**config.mk**
```make
export PLATFORM = sky130hd
export DESIGN_NAME = charge_session_ctrl
export DESIGN_NICKNAME = d
export VERILOG_FILES = /design/src/rtl/charger_pkg.sv /design/src/rtl/idle_countdown.sv /design/src/rtl/charge_session_ctrl.sv
export SDC_FILE = /design/constraint.sdc
export NUM_CORES = 1
export LEC_CHECK = 0
export CAP_MARGIN = 20
export CORE_MARGIN = 2
export CORE_UTILIZATION = 35
export DETAILED_ROUTE_END_ITERATION = 10
export MAX_ROUTING_LAYER = met4
export SYNTH_ARGS = -nofsm -noshare
export SYNTH_HDL_FRONTEND = slang
export SYNTH_SLANG_ARGS = --single-unit
```
**constraint.sdc**
```tcl
create_clock -name clk -period 2.85 [get_ports clk]
set_clock_uncertainty 0.05 [all_clocks]
set_input_delay 0.855 -clock clk [delete_from_list [all_inputs] [get_ports clk]]
set_output_delay 0.855 -clock clk [all_outputs]
set_load 0.05 [all_outputs]
```
**src/rtl/charger_pkg.sv**
```systemverilog
// Shared types for the charger session controller: state codes and idle counter width.
package charger_pkg;
   localparam int IDLE_W = 8;

   typedef enum logic [2:0] {
      ST_OFF     = 3'd0,
      ST_READY   = 3'd1,
      ST_ENTRY   = 3'd2,
      ST_CONFIRM = 3'd3,
      ST_CHARGE  = 3'd4,
      ST_PAUSED  = 3'd5
   } state_e;
endpackage

```
**src/rtl/idle_countdown.sv**
```systemverilog
// Idle-timeout down-counter: clear > load > tick; value registered, zero_o is same-cycle.
// zero_o flags a tick that takes the count from 1 to 0, i.e. the timeout event.
module idle_countdown
   import charger_pkg::*;
#(
   parameter int unsigned RELOAD = 10
) (
   input  logic              clk,
   input  logic              reset,
   input  logic              clr_i,
   input  logic              load_i,
   input  logic              tick_i,
   output logic              zero_o,
   output logic [IDLE_W-1:0] cnt_o
);
   logic [IDLE_W-1:0] cnt_q, cnt_d;

   always_comb begin
      cnt_d = cnt_q;
      if (clr_i) begin
         cnt_d = '0;
      end else if (load_i) begin
         cnt_d = IDLE_W'(RELOAD);
      end else if (tick_i && (cnt_q != '0)) begin
         cnt_d = cnt_q - IDLE_W'(1);
      end
   end

   always_ff @(posedge clk or posedge reset) begin
      if (reset) begin
         cnt_q <= '0;
      end else begin
         cnt_q <= cnt_d;
      end
   end

   assign zero_o = tick_i && (cnt_q == IDLE_W'(1));
   assign cnt_o  = cnt_q;
endmodule

```
**src/rtl/charge_session_ctrl.sv**
```systemverilog
// Charger session sequencer (OFF/READY/ENTRY/CONFIRM/CHARGE); all outputs registered, 1-cycle response.
// Define CHG_PAUSE_EN to enable the PAUSED state; otherwise the pause input is ignored.
module charge_session_ctrl
   import charger_pkg::*;
#(
   parameter int unsigned DIGITS     = 2,
   parameter int unsigned IDLE_TICKS = 10,
   parameter int unsigned CNT_W      = 3
) (
   input  logic              clk,
   input  logic              reset,
   input  logic              tick_1hz,
   input  logic              start,
   input  logic              digit_valid,
   input  logic              confirm,
   input  logic              cancel,
   input  logic              zero_amount,
   input  logic              charge_done,
   input  logic              pause,
   output logic [2:0]        state,
   output logic              display_en,
   output logic              charge_en,
   output logic              storage_clr,
   output logic              timer_clr,
   output logic              timer_load,
   output logic [CNT_W-1:0]  digit_cnt,
   output logic [IDLE_W-1:0] idle_left
);
   state_e             state_q, state_d;
   logic               display_en_q, display_en_d;
   logic               charge_en_q, charge_en_d;
   logic               storage_clr_q, storage_clr_d;
   logic               timer_clr_q, timer_clr_d;
   logic               timer_load_q, timer_load_d;
   logic [CNT_W-1:0]   digit_cnt_q, digit_cnt_d;
   logic               idle_load, idle_clr, idle_tick, timeout;

`ifdef CHG_PAUSE_EN
   assign idle_tick = tick_1hz &&
                      (state_q inside {ST_READY, ST_ENTRY, ST_CONFIRM, ST_PAUSED});
`else
   logic unused_pause;
   assign unused_pause = pause;
   assign idle_tick = tick_1hz && (state_q inside {ST_READY, ST_ENTRY, ST_CONFIRM});
`endif

   idle_countdown #(.RELOAD(IDLE_TICKS)) u_idle (
      .clk    (clk),
      .reset  (reset),
      .clr_i  (idle_clr),
      .load_i (idle_load),
      .tick_i (idle_tick),
      .zero_o (timeout),
      .cnt_o  (idle_left)
   );

   always_comb begin
      state_d       = state_q;
      storage_clr_d = 1'b0;
      timer_clr_d   = 1'b0;
      timer_load_d  = 1'b0;
      digit_cnt_d   = digit_cnt_q;
      idle_load     = 1'b0;
      idle_clr      = 1'b0;
      case (state_q)
         ST_OFF: begin
            digit_cnt_d = '0;
            if (start) begin
               state_d   = ST_READY;
               idle_load = 1'b1;
            end
         end
         ST_READY: begin
            if (timeout) begin
               state_d       = ST_OFF;
               storage_clr_d = 1'b1;
               timer_clr_d   = 1'b1;
               idle_clr      = 1'b1;
            end else if (digit_valid) begin
               state_d     = (DIGITS == 1) ? ST_CONFIRM : ST_ENTRY;
               digit_cnt_d = CNT_W'(1);
               idle_load   = 1'b1;
            end
         end
         ST_ENTRY: begin
            if (cancel || timeout) begin
               state_d       = ST_READY;
               storage_clr_d = 1'b1;
               digit_cnt_d   = '0;
               idle_load     = 1'b1;
            end else if (digit_valid) begin
               digit_cnt_d = digit_cnt_q + CNT_W'(1);
               idle_load   = 1'b1;
               if (digit_cnt_d == CNT_W'(DIGITS)) state_d = ST_CONFIRM;
            end
         end
         ST_CONFIRM: begin
            // A zero payment is rejected exactly like a cancel.
            if (cancel || timeout || (confirm && zero_amount)) begin
               state_d       = ST_READY;
               storage_clr_d = 1'b1;
               digit_cnt_d   = '0;
               idle_load     = 1'b1;
            end else if (confirm) begin
               state_d      = ST_CHARGE;
               timer_load_d = 1'b1;
               idle_clr     = 1'b1;
            end
         end
         ST_CHARGE: begin
            if (cancel || charge_done) begin
               state_d       = ST_READY;
               storage_clr_d = 1'b1;
               timer_clr_d   = 1'b1;
               digit_cnt_d   = '0;
               idle_load     = 1'b1;
`ifdef CHG_PAUSE_EN
            end else if (pause) begin
               state_d   = ST_PAUSED;
               idle_load = 1'b1;
`endif
            end
         end
`ifdef CHG_PAUSE_EN
         ST_PAUSED: begin
            if (cancel || timeout) begin
               state_d       = ST_READY;
               storage_clr_d = 1'b1;
               timer_clr_d   = 1'b1;
               digit_cnt_d   = '0;
               idle_load     = 1'b1;
            end else if (pause) begin
               state_d  = ST_CHARGE;
               idle_clr = 1'b1;
            end
         end
`endif
         default: begin
            state_d     = ST_OFF;
            digit_cnt_d = '0;
            idle_clr    = 1'b1;
         end
      endcase
      display_en_d = (state_d != ST_OFF);
      charge_en_d  = (state_d == ST_CHARGE);
   end

   always_ff @(posedge clk or posedge reset) begin
      if (reset) begin
         state_q       <= ST_OFF;
         display_en_q  <= 1'b0;
         charge_en_q   <= 1'b0;
         storage_clr_q <= 1'b1;
         timer_clr_q   <= 1'b1;
         timer_load_q  <= 1'b0;
         digit_cnt_q   <= '0;
      end else begin
         state_q       <= state_d;
         display_en_q  <= display_en_d;
         charge_en_q   <= charge_en_d;
         storage_clr_q <= storage_clr_d;
         timer_clr_q   <= timer_clr_d;
         timer_load_q  <= timer_load_d;
         digit_cnt_q   <= digit_cnt_d;
      end
   end

   assign state       = state_q;
   assign display_en  = display_en_q;
   assign charge_en   = charge_en_q;
   assign storage_clr = storage_clr_q;
   assign timer_clr   = timer_clr_q;
   assign timer_load  = timer_load_q;
   assign digit_cnt   = digit_cnt_q;
endmodule

```
Word-level counts from Yosys, hierarchy flattened. Index checks and enable logic that the tools add are counted.

$add $sub $neg: 2. $mul: 0. Divide/modulo/power cells: 0. $lt $le $gt $ge: 0. Equality and inequality tests: 12. Shifts and indexed selects: 0. Muxes and demuxes: 35. Bitwise gates (word level): 0. Reductions and logical operators: 14.

Operators with widths (count): 2-to-1 mux 3 bit (15); 2-to-1 mux 8 bit (3); one-hot mux 3 bit (5 select lines) (1); one-hot mux 3 bit (4 select lines) (1); 2-to-1 mux 1 bit (11); equality test 3 x 2 -> 1 bit, second input constant (3); nonzero test 3 bit (3); equality test 8 x 1 -> 1 bit, second input constant (1); nonzero test 8 bit (1); subtractor 8 x 1 -> 8 bit, second input constant (1); equality test 3 bit, second input constant (2); != test 2 bit, second input constant (3); one-hot mux 1 bit (5 select lines) (1); AND reduction 5 bit (1); logical AND 1 bit (4); one-hot mux 1 bit (4 select lines) (1); adder 3 x 1 -> 3 bit, second input constant (1); equality test 3 x 1 -> 1 bit, second input constant (1); logical NOT 3 bit (1); logical OR 1 bit (3); != test 3 x 2 -> 1 bit, second input constant (1); one-hot mux 1 bit (3 select lines) (1); OR reduction 3 bit (1); != test 2 x 1 -> 1 bit, second input constant (1); one-hot mux 1 bit (2 select lines) (1).

Register bits: 19. Latch bits: 0. Bits in writable memories: 0. Bits in read-only memories: 0. Output and inout port bits: 19. Logic and storage cells: 71. Memories kept: 0.

Longest topological paths before layout. Gate-level depths: netlist of run 1.

Word-level depth: 10. Depth in mapped cells: 8. Depth with buffers taken out: 7.

Hierarchy. From an unflattened synthesis of run 1, not the netlist that was laid out.

Cells, all modules: 139. Area, all modules: 1256.2 um2.

Modules (own cells, without submodules): charge_session_ctrl (times used 1, cells an instance 85, area an instance 739.5 um2, sequential area each 277.8 um2); idle_countdown (times used 1, cells an instance 54, area an instance 516.7 um2, sequential area each 200.2 um2).

Worst setup path after synthesis of run 1. OpenSTA, ideal clock, no wires.

Path type: reg2reg. Start: register state_q[0], in the netlist state[0]. End: register digit_cnt_q[2], in the netlist digit_cnt[2]. Library setup time: 0.124 ns. Arrival time: 2.239 ns. Data required time: 2.676 ns. Setup slack: 0.437 ns. Stages on the path, launching flop included: 8. Path buffers: 1. Period minus slack after synthesis: 2.413 ns. Cell sequence: dfrtp_1 -> buf_4 -> nor2_2 -> or3b_4 -> o311ai_2 -> nand2_1 -> a21o_1 -> a211o_1.

Word-level cells in the longest chain between the ends: 8. Elaborated cells between the ends (all ways): 17. Classes of those cells: eq/ne: 9; mux: 2; reduce/logical: 6.

Ends and longest elaborated chain: start: declaration (line charge_session_ctrl.sv:29) `state_e state_q, state_d;`; start signal: assignment (line charge_session_ctrl.sv:158) `state_q <= state_d;`; equality test 3 x 1 -> 1 bit / equality test 3 x 2 -> 1 bit (equally long branches) (line charge_session_ctrl.sv:44, charge_session_ctrl.sv:65); nonzero test 3 bit (line charge_session_ctrl.sv:44) `assign idle_tick = tick_1hz && (state_q inside {ST_READY, ST_ENTRY, ST_CONFIRM});`; logical AND 1 bit (line charge_session_ctrl.sv:44); logical AND 1 bit (line idle_countdown.sv:37) `assign zero_o = tick_i && (cnt_q == IDLE_W'(1));`; logical OR 1 bit (line charge_session_ctrl.sv:86, charge_session_ctrl.sv:99); logical OR 1 bit (line charge_session_ctrl.sv:99) `if (cancel || timeout || (confirm && zero_amount)) begin`; != test 2 x 1 -> 1 bit (no line); AND reduction 5 bit (no line); end signal: assignment (line charge_session_ctrl.sv:164) `digit_cnt_q <= digit_cnt_d;`; end: declaration (line charge_session_ctrl.sv:35) `logic [CNT_W-1:0] digit_cnt_q, digit_cnt_d;`.

Parallel ways exist; a longest one is shown, timed or not. A chain may end at the register's enable or synchronous reset.

Worst setup path in the final report of run 1.
Start: register state_q[0], in the netlist state[0]. End: output state[0].

RTL lines: end: declaration (line charge_session_ctrl.sv:20) `output logic [2:0] state,`.

No word-level cell between the ends.

==> flow_summary.toml, run 1 <==
[status]
status = "finished, final reports clean"

[timing]
relSlewSlack = 0.520
tightest_slew_ns = 0.718
setup_slack_ns = 0.215
setup_viol = 0
fin_crit_sh = 0.925
slew_viol_final = 0
fin_setup_tns_ns = 0
final_hold_viol_count = 0
rsz0062_at_grt = "false"
fin_crit_ns = 2.64
clock.fmax_mhz = 379

[synth]
netlist_instances = 136
synth_top_cell_by_area = "dfrtp_1"
synth_edf_count = 0
ys_types = 43
yosys_warnings = 0
ys_seq_area_frac = 0.392
ys_ff_latch = 19
syn_area_um2 = 1220
syn_avg_cell_area_um2 = 8.96
yosys_most_used_dff = "dfrtp_1"
synthTopCellsByArea = "dfrtp_1, nor2_1, ha_1, dfstp_2, nand2_1"
netlist.area_leader.share = 0.349
synth_nets = 151
synthArstFlopShare = 1.00

[clocking]
tritoncts = "built"
cts-resized-gates = 0
cts_made_buffers = 3
insertion_delay_ns = 0.31
cts_setup_buffers = 0
hold_buffers = 0
htreeDepth = 1
clock_path_buffers = 2
cts-root-buf = "clkbuf_4"
cts_sinks = 19
clkTransAtPathRegs_ns = 0.12

[grt]
overflow = 0
grt_usage = 0.162
grt_max_degree = 20
grt_pass1_vias = 1072
antenna_found_initial = 0
grt_pass1_wl_um = 4950

[placed_design]
dpl_cell_area_um2 = 1550
dp_hpwl_um = 2150
io_buffers = 27
pre_cts_ws_ns = -0.0783
routabilityCongestion = 0.884

[layout]
final_common_cell = "clkdlybuf4s50_1"
stdcell_area_um2 = 1580
drive_gt1_frac = 0.142
fill_cells = 343
layout.nets = 185
layout_common_cells = "clkdlybuf4s50_1, nor2_1, dfrtp_1"
synthToLayoutAreaGrowth_pct = 29.8
n_antenna_cell = 0

[route]
drcViolationCount = 0
wire_per_inst_um = 13.5
routed-wl-met3_um = 166
dr.pass1.iters = 4
routed-via-count = 1117
wl_met1_um = 1250
drt-initial-drc-count = 51
top_layer = "met4"
via_per_inst = 5.20
dr_wl_met2_um = 1460
routed_wl_um = 2890
drt.antenna.violating_nets = 0

[worst_setup_path]
path_class = "flop to output port"
critical-path-top-delay-family = "buffers and inverters"
cp.arrival_ns = 1.73
slowest_stage = "clkdlybuf4s50_1"
r2r_end = "u_idle.cnt_o[1]"
worst-path-buf-inv = 1
worst-path-stages = 1
worst_setup_path_start_kind = "flop"
required_ns = 1.95
r2r_slack_ns = 0.61
critical_path.cell_chain = "clkdlybuf4s50_1"
worstPathMaxFanout = 10
endpoint = "state[0]"
slowest_delay_ns = 0.87
reg2reg_from = "state[0]"
crit_path_end_kind = "output port"
cp-startpoint = "state[0]"
r2r_cells = 7

[floorplanning]
initial_utilization = 0.365
die_area_um2 = 3970
core-area_um2 = 3340
die_w_um = 63.0
io_pins = 29
rows = 21
fp.dieH_um = 63.0

[pwr]
p_leak_uw = 0.000675
p_per_area_nw_per_um2 = 882
finalPower_uw = 1400
peakVddDrop_v = 0.000482

[job]
cap_violations = 0

[min_path]
hp-start = "digit_cnt[1]"
hold_path.class = "flop to flop"
how the worst min path moves through the flow:
stage                   end  slack (ns)  depth (start not counted)
3_5_place_dp   digit_cnt[1]        0.48                          1
4_1_cts        digit_cnt[1]        0.51                          1
2_1_floorplan     charge_en        0.75                          1
3_3_place_gp   digit_cnt[1]        0.47                          1
5_1_grt        digit_cnt[1]        0.53                          1
6_report       digit_cnt[1]        0.51                          1
stage by stage:
| stage | utilization | std cells | hold WS (ns) |
|---|---|---|---|
| 2_1_floorplan | - | 136 | 0.755 |
| 3_3_place_gp | 0.466 | 211 | 0.470 |
| 3_5_place_dp | 0.466 | 211 | 0.483 |
| 4_1_cts | 0.474 | 215 | 0.512 |
| 5_1_grt | 0.474 | 215 | 0.533 |
| 6_report | 0.474 | 215 | 0.508 |
report_power, final:
part / leakage (uW) / switching, uW / internal (uW)
Clock: 0.0000177 / 89.3 / 52.4
Sequential: 0.000240 / 81.5 / 337
Combinational: 0.000418 / 531 / 305
Total: 0.000675 / 702 / 694
final cells by class:
class | instances | area (um^2) | share of cell area
clock buffer | 3 | 22.5 | 0.0142
clock inverter | 1 | 5.00 | 0.00316
inverter | 10 | 37.5 | 0.0237
multi-input combinational | 102 | 658 | 0.416
sequential | 19 | 478 | 0.302
tap | 46 | 57.6 | 0.0364
timing repair buffer | 34 | 323 | 0.204
flip-flops by register name, summed over array words and instances (netlist names):
register and count:
digit_cnt 3, state 3, u_idle.cnt_o 8, storage_clr 1
charge_en 1, timer_load 1, display_en 1, timer_clr 1
kinds of logic (layout without fill, tap and decap cells):
kind of cell | count (synthesis) | in the layout | share of synthesized area
xor+xnor | 6 | 6 | 0.0431
compound gates | 35 | 35 | 0.206
simple gates | 55 | 55 | 0.231
buf+inv | 15 | 48 | 0.0678
flops | 19 | 19 | 0.392
fa+ha+maj | 5 | 5 | 0.0513
mux | 1 | 1 | 0.00821
synth_stat cells, drive strengths merged (2+ instances only):
cell type	n
nor2	18
xnor2	3
nand3	5
ha	5
xor2	3
o22ai	2
a31oi	3
a211o	3
nand4	2
nor3b	3
a21oi	7
a41oi	2
dfrtp	17
and3	2
buf	2
o21ai	9
inv	10
nand2	13
nor3	7
clkbuf	3
dfstp	2
a21o	3
per-layer routing:
metal,up-vias,GRT usage
met1,533,0.193
met2,35,0.278
met4,0,0.0250
met3,2,0.0450
met5,-,-
li1,547,-
No activity file was read; power rests on OpenSTA's default activity.
==> inputs of run 2 (changes only) <==
--- a/config.mk
+++ b/config.mk
@@ -8,6 +8,7 @@
 export CAP_MARGIN = 20
 export CORE_MARGIN = 2
 export CORE_UTILIZATION = 35
+export CTS_CLUSTER_SIZE = 14
 export DETAILED_ROUTE_END_ITERATION = 10
 export MAX_ROUTING_LAYER = met4
 export SYNTH_ARGS = -nofsm -noshare
==> results of run 2 <==
The final DEF is identical to that of run 1; final timing and power are the same.
